### config.mk
export PLATFORM = sky130hd
export DESIGN_NAME = bar_collision_scorer
export DESIGN_NICKNAME = d
export VERILOG_FILES = /design/src/rtl/bar_collision_scorer.sv
export SDC_FILE = /design/constraint.sdc
export NUM_CORES = 1
export LEC_CHECK = 0
export CORE_UTILIZATION = 57
export CTS_CLUSTER_DIAMETER = 120
export CTS_CLUSTER_SIZE = 20
export DETAILED_ROUTE_END_ITERATION = 10
export PLACE_DENSITY = 0.86
export SYNTH_ARGS = -nofsm -noshare
export SYNTH_HDL_FRONTEND = slang
export SYNTH_SLANG_ARGS = --single-unit
### constraint.sdc
create_clock -name clkenv -period 8.6 [get_ports clkenv]
set_input_delay 1.29 -clock clkenv [delete_from_list [all_inputs] [get_ports clkenv]]
set_output_delay 1.29 -clock clkenv [all_outputs]
set_load 0.01 [all_outputs]
### src/rtl/bar_collision_scorer.sv
// bar_collision_scorer: snapshots bars and bird each frame, scans the eight slots serially,
// and decides run / crash / level-complete, driving pause and level back to the environment.
module bar_collision_scorer #(
  parameter int         BAR_X0    = 80,
  parameter int         BAR_PITCH = 80,
  parameter int         BAR_W     = 20,
  parameter int         BIRD_W    = 16,
  parameter int         BIRD_H    = 16,
  parameter int         FINISH_X  = 620,
  parameter int         SCREEN_H  = 480,
  parameter logic [7:0] BAR_MASK  = 8'b0111_1110
) (
  input  logic        clkenv,
  input  logic        rst_n,
  input  logic        start,
  input  logic        frame,
  input  logic [9:0]  bird_x,
  input  logic [9:0]  bird_y,
  input  logic [79:0] bar_pos_bus,
  input  logic [79:0] bar_op_bus,
  output logic        pause,
  output logic [9:0]  level,
  output logic        crash,
  output logic [3:0]  score,
  output logic        busy
);
  typedef enum logic [2:0] {IDLE, RUN, SCAN, EVAL, DEAD, WIN} state_t;
  state_t      r_state;
  logic [79:0] r_pos, r_op;
  logic [11:0] r_bx, r_by;
  logic [2:0]  r_k;
  logic        r_hit;
  logic [3:0]  r_passed;
  logic [11:0] w_xk, w_pos, w_op;
  logic        w_chk, w_ovl, w_miss, w_pass, w_floor;
  // 12-bit geometry keeps every sum below 4096, so comparisons never wrap
  always_comb begin
    w_xk    = 12'(BAR_X0 + BAR_PITCH * int'(r_k));
    w_pos   = {2'b00, r_pos[10*r_k +: 10]};
    w_op    = {2'b00, r_op[10*r_k +: 10]};
    w_chk   = BAR_MASK[r_k];
    w_ovl   = (r_bx + 12'(BIRD_W) > w_xk) && (r_bx < w_xk + 12'(BAR_W));
    w_miss  = (r_by < w_pos) || (r_by + 12'(BIRD_H) > w_pos + w_op);
    w_pass  = w_xk + 12'(BAR_W) <= r_bx;
    w_floor = r_by + 12'(BIRD_H) > 12'(SCREEN_H);
  end
  always_ff @(posedge clkenv or negedge rst_n) begin
    if (!rst_n) begin
      r_state  <= IDLE;
      r_pos    <= '0;
      r_op     <= '0;
      r_bx     <= '0;
      r_by     <= '0;
      r_k      <= '0;
      r_hit    <= 1'b0;
      r_passed <= '0;
      pause    <= 1'b1;
      level    <= 10'd1;
      crash    <= 1'b0;
      score    <= '0;
      busy     <= 1'b0;
    end else begin
      case (r_state)
        IDLE: if (start) begin
          r_state <= RUN;
          pause   <= 1'b0;
        end
        RUN: if (frame) begin
          r_state  <= SCAN;
          busy     <= 1'b1;
          r_pos    <= bar_pos_bus;
          r_op     <= bar_op_bus;
          r_bx     <= {2'b00, bird_x};
          r_by     <= {2'b00, bird_y};
          r_k      <= '0;
          r_hit    <= 1'b0;
          r_passed <= '0;
        end
        SCAN: begin
          r_hit    <= r_hit | (w_chk & w_ovl & w_miss);
          r_passed <= r_passed + 4'(w_chk & w_pass);
          r_k      <= r_k + 3'd1;
          if (r_k == 3'd7) r_state <= EVAL;
        end
        EVAL: begin
          busy  <= 1'b0;
          score <= r_passed;
          if (r_hit || w_floor) begin
            r_state <= DEAD;
            crash   <= 1'b1;
            pause   <= 1'b1;
          end else if (r_bx >= 12'(FINISH_X)) begin
            r_state <= WIN;
            pause   <= 1'b1;
            level   <= (level == 10'h3ff) ? level : level + 10'd1;
          end else begin
            r_state <= RUN;
          end
        end
        DEAD: if (start) begin
          r_state <= RUN;
          crash   <= 1'b0;
          score   <= '0;
          pause   <= 1'b0;
        end
        WIN: if (start) begin
          r_state <= RUN;
          score   <= '0;
          pause   <= 1'b0;
        end
        default: r_state <= IDLE;
      endcase
    end
  end
endmodule

==> summary by stage, run 1 <==
Synthesis
A synthesized cell averages 12.8 um^2. Counting flops with a built-in enable in the synthesized netlist gives 0. The netlist uses 58 different library cells. After synthesis, the most frequently instantiated cells are sky130_fd_sc_hd__dfrtp_1, sky130_fd_sc_hd__mux2_2, sky130_fd_sc_hd__nand2_1.

The number of nets handed over by synthesis was 1099. After synthesis, the largest area contributor takes up 47.2% of total cell area. The most used flip-flop cell after synthesis is sky130_fd_sc_hd__dfrtp_1. The portion of the post-synthesis area used by sequential elements is 47.7%. Synthesis produced a netlist whose cell count is 855.

The number of flip-flops and latches in the synthesized netlist is 208. sky130_fd_sc_hd__dfrtp_1 is the most common cell in the netlist. The synthesized netlist occupies a cell area of 10900 um^2.

The count of yosys warnings during synthesis is 0. In the post-synthesis netlist, the biggest area contributors are sky130_fd_sc_hd__dfrtp_1, sky130_fd_sc_hd__mux2_2, sky130_fd_sc_hd__mux4_2. The most area-hungry cell type in the Yosys netlist is sky130_fd_sc_hd__dfrtp_1. The fraction of registers with async set or reset after synthesis is 100%.

Min path
The path type of the worst min-delay path is flop to flop.

Global route
The first global-routing pass estimated 40500 um of wire. The global-route layer with the greatest usage is met2. The global-route track usage on met1 is 35.6%. Summed over all layers, the global routing overflow is 0. Global routing consumed, over all layers together, 26.2% of the routing resources.

The number of antenna violations at the first check in global routing is 0. Global routing used 3.21% of the available met3 tracks. The fraction of met2 tracks used by global routing is 44.6%.

The pin count of the biggest net entering global routing is 94. The via count of the first global-routing pass is 7840.

Clock network
The maximum number of buffers from clock root to sink is 3. The count of hold buffers inserted by post-cts repair is 0. The total clock sinks is 208. After clock tree synthesis, the clock-pin slew on the worst setup and hold paths is 0.09 ns. The clock tree root buffer cell is sky130_fd_sc_hd__clkbuf_16.

After clock tree synthesis, the setup repair step added 0 buffers. TritonCTS built the clock tree. The number of gates resized after CTS was 0. The number of buffers added by the clock tree synthesis step is 14. The clock latency at the later pin of the worst-skew pair is 0.50 ns.

The CTS H-tree depth is 1.

Timing
The number of hold violations in the final report was 0. Static timing analysis puts the maximum clock frequency at 184 MHz. The worst path needs 5.43 ns of the cycle, external delays included. Setup violations remaining at the end of the flow were counted as 0. In this run the tightest slew margin relative to its limit is 29.6%. For the pin with the worst max-slew slack, the measured transition is 1.06 ns. Across the routed clock network, the largest skew measured is 0.0277 ns. The final setup slack of the worst path is 3.17 ns. Adding up every negative setup slack in the final design gives 0 ns.

The final number of max-transition violations came to 0. Setup repair after global routing left no endpoint under its margin. Of the available clock period, the critical path in the final layout requires 63.1%.

Critical path
The biggest fanout along the worst timing path is 32. The critical path data required time is 8.98 ns. For the worst setup path, the data arrival time is 5.81 ns. The kind of launch point of the worst setup path is a flop. The startpoint-to-endpoint class of the critical path is flop to flop.

STA classifies the critical path endpoint as a flop.

Placed design
At the end of routability-driven placement, the weighted congestion stood at 0.904. The count of buffers inserted at the top-level ports is 200. The minimum setup slack after placement is 3.18 ns.

The instance area at placement is 13100 um^2. Detailed placement finished with a half-perimeter wire length of 18100 um.

Final layout
The post-route cell area is 13500 um^2. Cells fill 71.9% of the core in the end. The sequential cells in the finished layout cover a total of 5210 um^2. The number of antenna diodes in the final layout is 0. The fraction of final layout cells sized beyond drive strength 1 is 23.6%. Relative to the synthesized area, the layout overhead comes to 23.6%. After filler insertion, the fill cell instance count of the layout stands at 1260. The number of nets in the final layout is 1284. The total area of multi-input combinational cells is 5420 um^2.

Route
The number of iterations in the first detailed-routing pass is 5. Dividing the detail-routed wire length by the instance count gives 19.3 um. The number of nets with antenna violations after detailed routing is 0. After detailed routing, the number of remaining DRC violations is 0. The initial detailed-routing violation count is 306.

The total wirelength of the detailed-routed design is 24700 um. Across all layers, the routed design uses 7457 vias. The number of vias per cell after detailed routing is 5.84.

Power and ir drop
In this run the power density over the cells is 411 nW/um^2. The static leakage is 0.00573 uW. The highest ir drop seen on vdd is 0.258 mV.

Job
Across the run, the number of max-cap violations was 0.

Floorplanning
The floorplan step set the die width to 140 um. The core outline area is 18800 um^2. The I/O pin total is 201. The initial standard-cell utilization of the core is 58.2%. The die covers 19700 um^2. The overall die height is 140 um. The count of standard-cell rows is 50.

Outcome
The run finished with clean final reports.
-- layer usage --
metal,vias up,share of wire [%]
met5,-,0
met4,0,2.6
met1,3742,44
met3,40,3.9
met2,206,50
li1,3469,-
-- flip-flops by register name (all words and copies together) (netlist names), 3 cells and up --
signal    count
level        10
r_bx         10
r_by         10
r_k           3
r_op         80
r_passed      4
r_pos        80
r_state       3
score         4
-- cells by family after synthesis --
logic type / Yosys count / share of synthesized area (%)
buf+inv: 70 / 2.69
compound gates: 87 / 5.12
flops: 208 / 47.7
xor+xnor: 33 / 2.79
mux: 215 / 26.4
fa+ha+maj: 60 / 7.02
simple gates: 182 / 8.24
-- worst max-delay path, cell delays in order, from the launching register on --
cell and delay, ns:
sky130_fd_sc_hd__dfrtp_4 0.69, sky130_fd_sc_hd__buf_4 0.57, sky130_fd_sc_hd__mux4_1 0.64, sky130_fd_sc_hd__mux2_4 0.30
sky130_fd_sc_hd__ha_1 0.22, sky130_fd_sc_hd__fa_1 0.44, sky130_fd_sc_hd__a21o_1 0.17, sky130_fd_sc_hd__a21oi_1 0.22
sky130_fd_sc_hd__nor2b_1 0.08, sky130_fd_sc_hd__o21a_1 0.18, sky130_fd_sc_hd__o41ai_1 0.47, sky130_fd_sc_hd__xor2_1 0.14
sky130_fd_sc_hd__ha_1 0.30, sky130_fd_sc_hd__nand3_1 0.10, sky130_fd_sc_hd__a211o_1 0.28, sky130_fd_sc_hd__a31oi_1 0.15
sky130_fd_sc_hd__a311oi_1 0.07, sky130_fd_sc_hd__o32ai_1 0.28
-- metrics by stage --
stage | total power [uW] | instances | hold slack, ns
final | 5550 | 1277 | 0.484
after global routing | 6000 | 1277 | 0.513
after CTS | 5550 | 1277 | 0.490
after detailed placement | 4900 | 1258 | 0.474
after global placement | 4750 | 1258 | 0.468
after floorplan | 4110 | 855 | 0.447
-- final cells by class --
| cell class | instances | area share [%] |
|---|---|---|
| clock inverters | 2 | 0.241 |
| flip-flops and latches | 208 | 38.6 |
| well taps | 234 | 2.17 |
| repair buffers | 207 | 15.3 |
| inverters | 32 | 0.890 |
| multi-input cells | 577 | 40.1 |
| clock buffers | 17 | 2.68 |
-- worst paths after layout --
kind | from | to | slack (ns) | cells after the start
worst max-delay path | r_k[0]$_DFFE_PN0P_ | r_hit$_DFFE_PN0P_ | 3.17 | 17
worst min register to register | level[7]$_DFFE_PN0P_ | level[7]$_DFFE_PN0P_ | 0.48 | 1
worst max register to register | r_k[0]$_DFFE_PN0P_ | r_hit$_DFFE_PN0P_ | 3.17 | 17
worst min-delay path | level[7]$_DFFE_PN0P_ | level[7]$_DFFE_PN0P_ | 0.48 | 1
min in group asynchronous | rst_n | r_op[64]$_DFFE_PN0P_ | 0.87 | 1
max in group asynchronous | rst_n | r_k[0]$_DFFE_PN0P_ | 6.39 | 2
-- where the power goes --
part | total, uW | internal, uW | switching (uW)
logic | 3100 | 1620 | 1480
registers | 1810 | 1460 | 353
clock network | 636 | 304 | 332
-- placed cells by master, fill, tap and decap left out, types with 19 or more instances in the layout --
cell | Yosys | layout
sky130_fd_sc_hd__dfrtp_1 | 206 | 204
sky130_fd_sc_hd__clkdlybuf4s50_1 | 0 | 199
sky130_fd_sc_hd__mux2_2 | 173 | 173
sky130_fd_sc_hd__nand2_1 | 76 | 76
sky130_fd_sc_hd__ha_1 | 58 | 58
sky130_fd_sc_hd__mux4_2 | 37 | 37
sky130_fd_sc_hd__inv_1 | 32 | 32
sky130_fd_sc_hd__nor2_1 | 24 | 24
sky130_fd_sc_hd__xor2_1 | 22 | 22
sky130_fd_sc_hd__o21ai_0 | 21 | 21
sky130_fd_sc_hd__a21oi_1 | 19 | 19
Power figures use the tool's default switching activity.
==> run 2, diff against run 1 <==
CORE_UTILIZATION = 53   (was 57)
PLACE_DENSITY = 0.81   (was 0.86)
clock period = 5.2 ns   (was 8.6 ns; I/O delays follow)
==> run 2 against run 1 <==
  * Utilization is 4.7 points lower
  * Power is 66% higher
  * Setup slack worse by 2.6 ns
  * Sequential cell count stayed put
  * Design area is 0.84% higher
  * Largest power group unchanged
  * Hold slack worse by 0.15 ns
  * Non-clock buffer count stayed put
  * Critical endpoint unchanged
==> summary by stage, run 2 (synthesis results as in run 1) <==
Outcome
The flow ran to the end, and the final reports show no timing, DRC or antenna violations.

Floorplanning
The die is 146 um tall. The initial standard-cell utilization of the core is 53.9%. The floorplan die area is 21200 um^2. The core region is 20200 um^2.

The I/O pin total is 201. The x dimension of the die is 146 um. Row generation in the floorplan step produced 52 rows.

Global route
The wire length of the first global-routing pass is 40700 um. The via count of the first global-routing pass was 7744. The number of antenna violations at the first check in global routing is 1. The pin count of the biggest net entering global routing is 117. The total routing usage reported by global routing is 24.1%. Global routing finished with a remaining overflow of 0.

Timing
Across the routed clock network, the largest skew measured is 0.0220 ns. At the pin with the least slew margin, the transition time is 0.774 ns. The final number of max-transition violations is 0.

The time the final worst path needs with I/O delays and setup is 4.66 ns. The final worst-path cycle share is 89.7%. For this run, the top clock speed supported by timing is 214 MHz. Setup violations remaining at the end of the flow were counted as 0. The number of hold violations in the final report came to 0. The worst slew margin relative to its limit is 48.4%. Summed over all failing endpoints, the final setup total negative slack is 0 ns. Setup repair after global routing left no endpoint under its margin.

Clock network
Gates resized during post-CTS repair numbered 0. TritonCTS built the clock tree. Buffers added to address setup during post-CTS repair amount to 0. The CTS H-tree depth is 1. The clock tree root buffer cell is sky130_fd_sc_hd__clkbuf_16. For this design, the sink count on the clock tree is 208. Clock-pin slew was measured on the worst setup and hold paths at 0.09 ns.

After clock tree synthesis, the flow added hold-fix buffers numbering 0. The maximum number of buffers from clock root to sink is 3. The clock latency at the later pin of the worst-skew pair is 0.47 ns. The number of buffers added by the clock tree synthesis step is 14.

Final layout
Leaving out fill and tap cells, the most frequent cell in the layout is sky130_fd_sc_hd__dfrtp_1. The largest registers in the layout are r_op (80), r_pos (80). The number of nets in the final layout is 1284. Leaving out fill and tap cells, the most frequent cells in the layout are sky130_fd_sc_hd__dfrtp_1, sky130_fd_sc_hd__clkdlybuf4s50_1, sky130_fd_sc_hd__mux2_2. The finished cells cover 13600 um^2.

The area growth from synthesis to layout is 24.7%. The fraction of final layout cells sized beyond drive strength 1 is 23.5%.

Critical path
The critical path is of the flop to flop type. The endpoint of the worst register-to-register path is r_hit$_DFFE_PN0P_. The end point of the critical path is r_hit$_DFFE_PN0P_. The kind of launch point of the worst setup path is a flop. In this run the worst setup path begins at r_k[0]$_DFFE_PN0P_. The cell depth of the worst flop-to-flop path is 17. Data on the critical path is required at its endpoint by 5.58 ns. The startpoint of the worst register-to-register path is r_k[0]$_DFFE_PN0P_. STA puts the critical path data arrival time at 5.05 ns.

For flop-to-flop paths, the worst setup slack is 0.54 ns. The biggest fanout along the worst timing path is 29. The worst setup path is captured at a flop.

Route
The number of vias per cell after detailed routing is 5.56. The number of iterations in the first detailed-routing pass is 4. The initial detailed-routing violation count is 478. The number of nets with antenna violations after detailed routing is 0.

The final routed wire length divided by cell count is 18.5 um. After detailed routing, the number of remaining DRC violations is 0. The final layout contains routed wiring with a total length of 24400 um. Detailed routing inserted a total of 7331 vias.

Job
The count of maximum capacitance violations is 0.

Power and ir drop
The cell area power density is 678 nW/um^2. The analysis attributes to cell leakage a power of 0.00576 uW. Across the VDD grid, the largest voltage drop is 0.448 mV.

Min path
The path type of the worst min-delay path is input pin to async pin.

Placed design
The total half-perimeter wirelength after legalization and detailed placement is 17900 um. The weighted congestion at the end of routability-driven global placement is 0.839. Once placement finished, the instance area stood at 13200 um^2. The count of buffers inserted at the top-level ports is 200.
run 2: how the worst min path moves through the flow:
stage | startpoint | endpoint | slack, ns | cells after the start
finish | rst_n | busy$_DFFE_PN0P_ | 0.33 | 1
detailed placement | busy$_DFFE_PN0P_ | busy$_DFFE_PN0P_ | 0.47 | 1
global placement | busy$_DFFE_PN0P_ | busy$_DFFE_PN0P_ | 0.46 | 1
floorplan | r_passed[3]$_DFFE_PN0P_ | r_passed[3]$_DFFE_PN0P_ | 0.45 | 1
CTS | rst_n | busy$_DFFE_PN0P_ | 0.38 | 1
global route | rst_n | busy$_DFFE_PN0P_ | 0.40 | 1
run 2: area by class of cell:
class	instances	area [um^2]
diodes	1	2.50
clock buffers	23	405
clock inverters	1	16.3
fillers	1464	6630
inverters	32	120
multi-input cells	577	5420
flip-flops and latches	208	5210
well taps	270	338
repair buffers	207	2100
run 2: metal layers:
layer,GRT usage (%),vias to the layer above,routed length (um)
met5,0,-,0
met4,6.37,0,476
met3,3.45,34,1040
met2,39.6,171,11900
met1,33.8,3659,11000
li1,-,3467,-
run 2: stage by stage:
| step | cells | utilization, % | total power, uW | hold slack [ns] | setup slack (ns) |
|---|---|---|---|---|---|
| 4_1_cts | 1318 | 67.2 | 9260 | 0.380 | 0.511 |
| 3_5_place_dp | 1294 | 65.2 | 8130 | 0.474 | 0.572 |
| 2_1_floorplan | 855 | - | 6790 | 0.447 | 0.482 |
| 5_1_grt | 1319 | 67.3 | 10000 | 0.402 | 0.138 |
| 3_3_place_gp | 1294 | 65.2 | 7940 | 0.465 | 0.679 |
| 6_report | 1319 | 67.3 | 9220 | 0.334 | 0.536 |
run 2: power breakdown:
group / switching, uW / leakage, uW / internal, uW
Clock: 555 / 0.000201 / 544
Combinational: 2440 / 0.00306 / 2700
Sequential: 580 / 0.00249 / 2410
Total: 3570 / 0.00576 / 5650
run 2: worst max-delay path, cell delays in order (launching register included):
cell and delay, ns:
sky130_fd_sc_hd__dfrtp_4 0.58, sky130_fd_sc_hd__buf_4 0.51, sky130_fd_sc_hd__mux4_2 0.58, sky130_fd_sc_hd__nand2_1 0.08
sky130_fd_sc_hd__nand2_1 0.06, sky130_fd_sc_hd__ha_1 0.33, sky130_fd_sc_hd__a21o_1 0.20, sky130_fd_sc_hd__a21oi_1 0.20
sky130_fd_sc_hd__nor2b_1 0.07, sky130_fd_sc_hd__o21a_1 0.18, sky130_fd_sc_hd__o41ai_1 0.42, sky130_fd_sc_hd__xor2_1 0.13
sky130_fd_sc_hd__ha_1 0.31, sky130_fd_sc_hd__nand3_1 0.10, sky130_fd_sc_hd__a211o_1 0.28, sky130_fd_sc_hd__a31oi_1 0.16
sky130_fd_sc_hd__a311oi_1 0.07, sky130_fd_sc_hd__o32ai_1 0.27
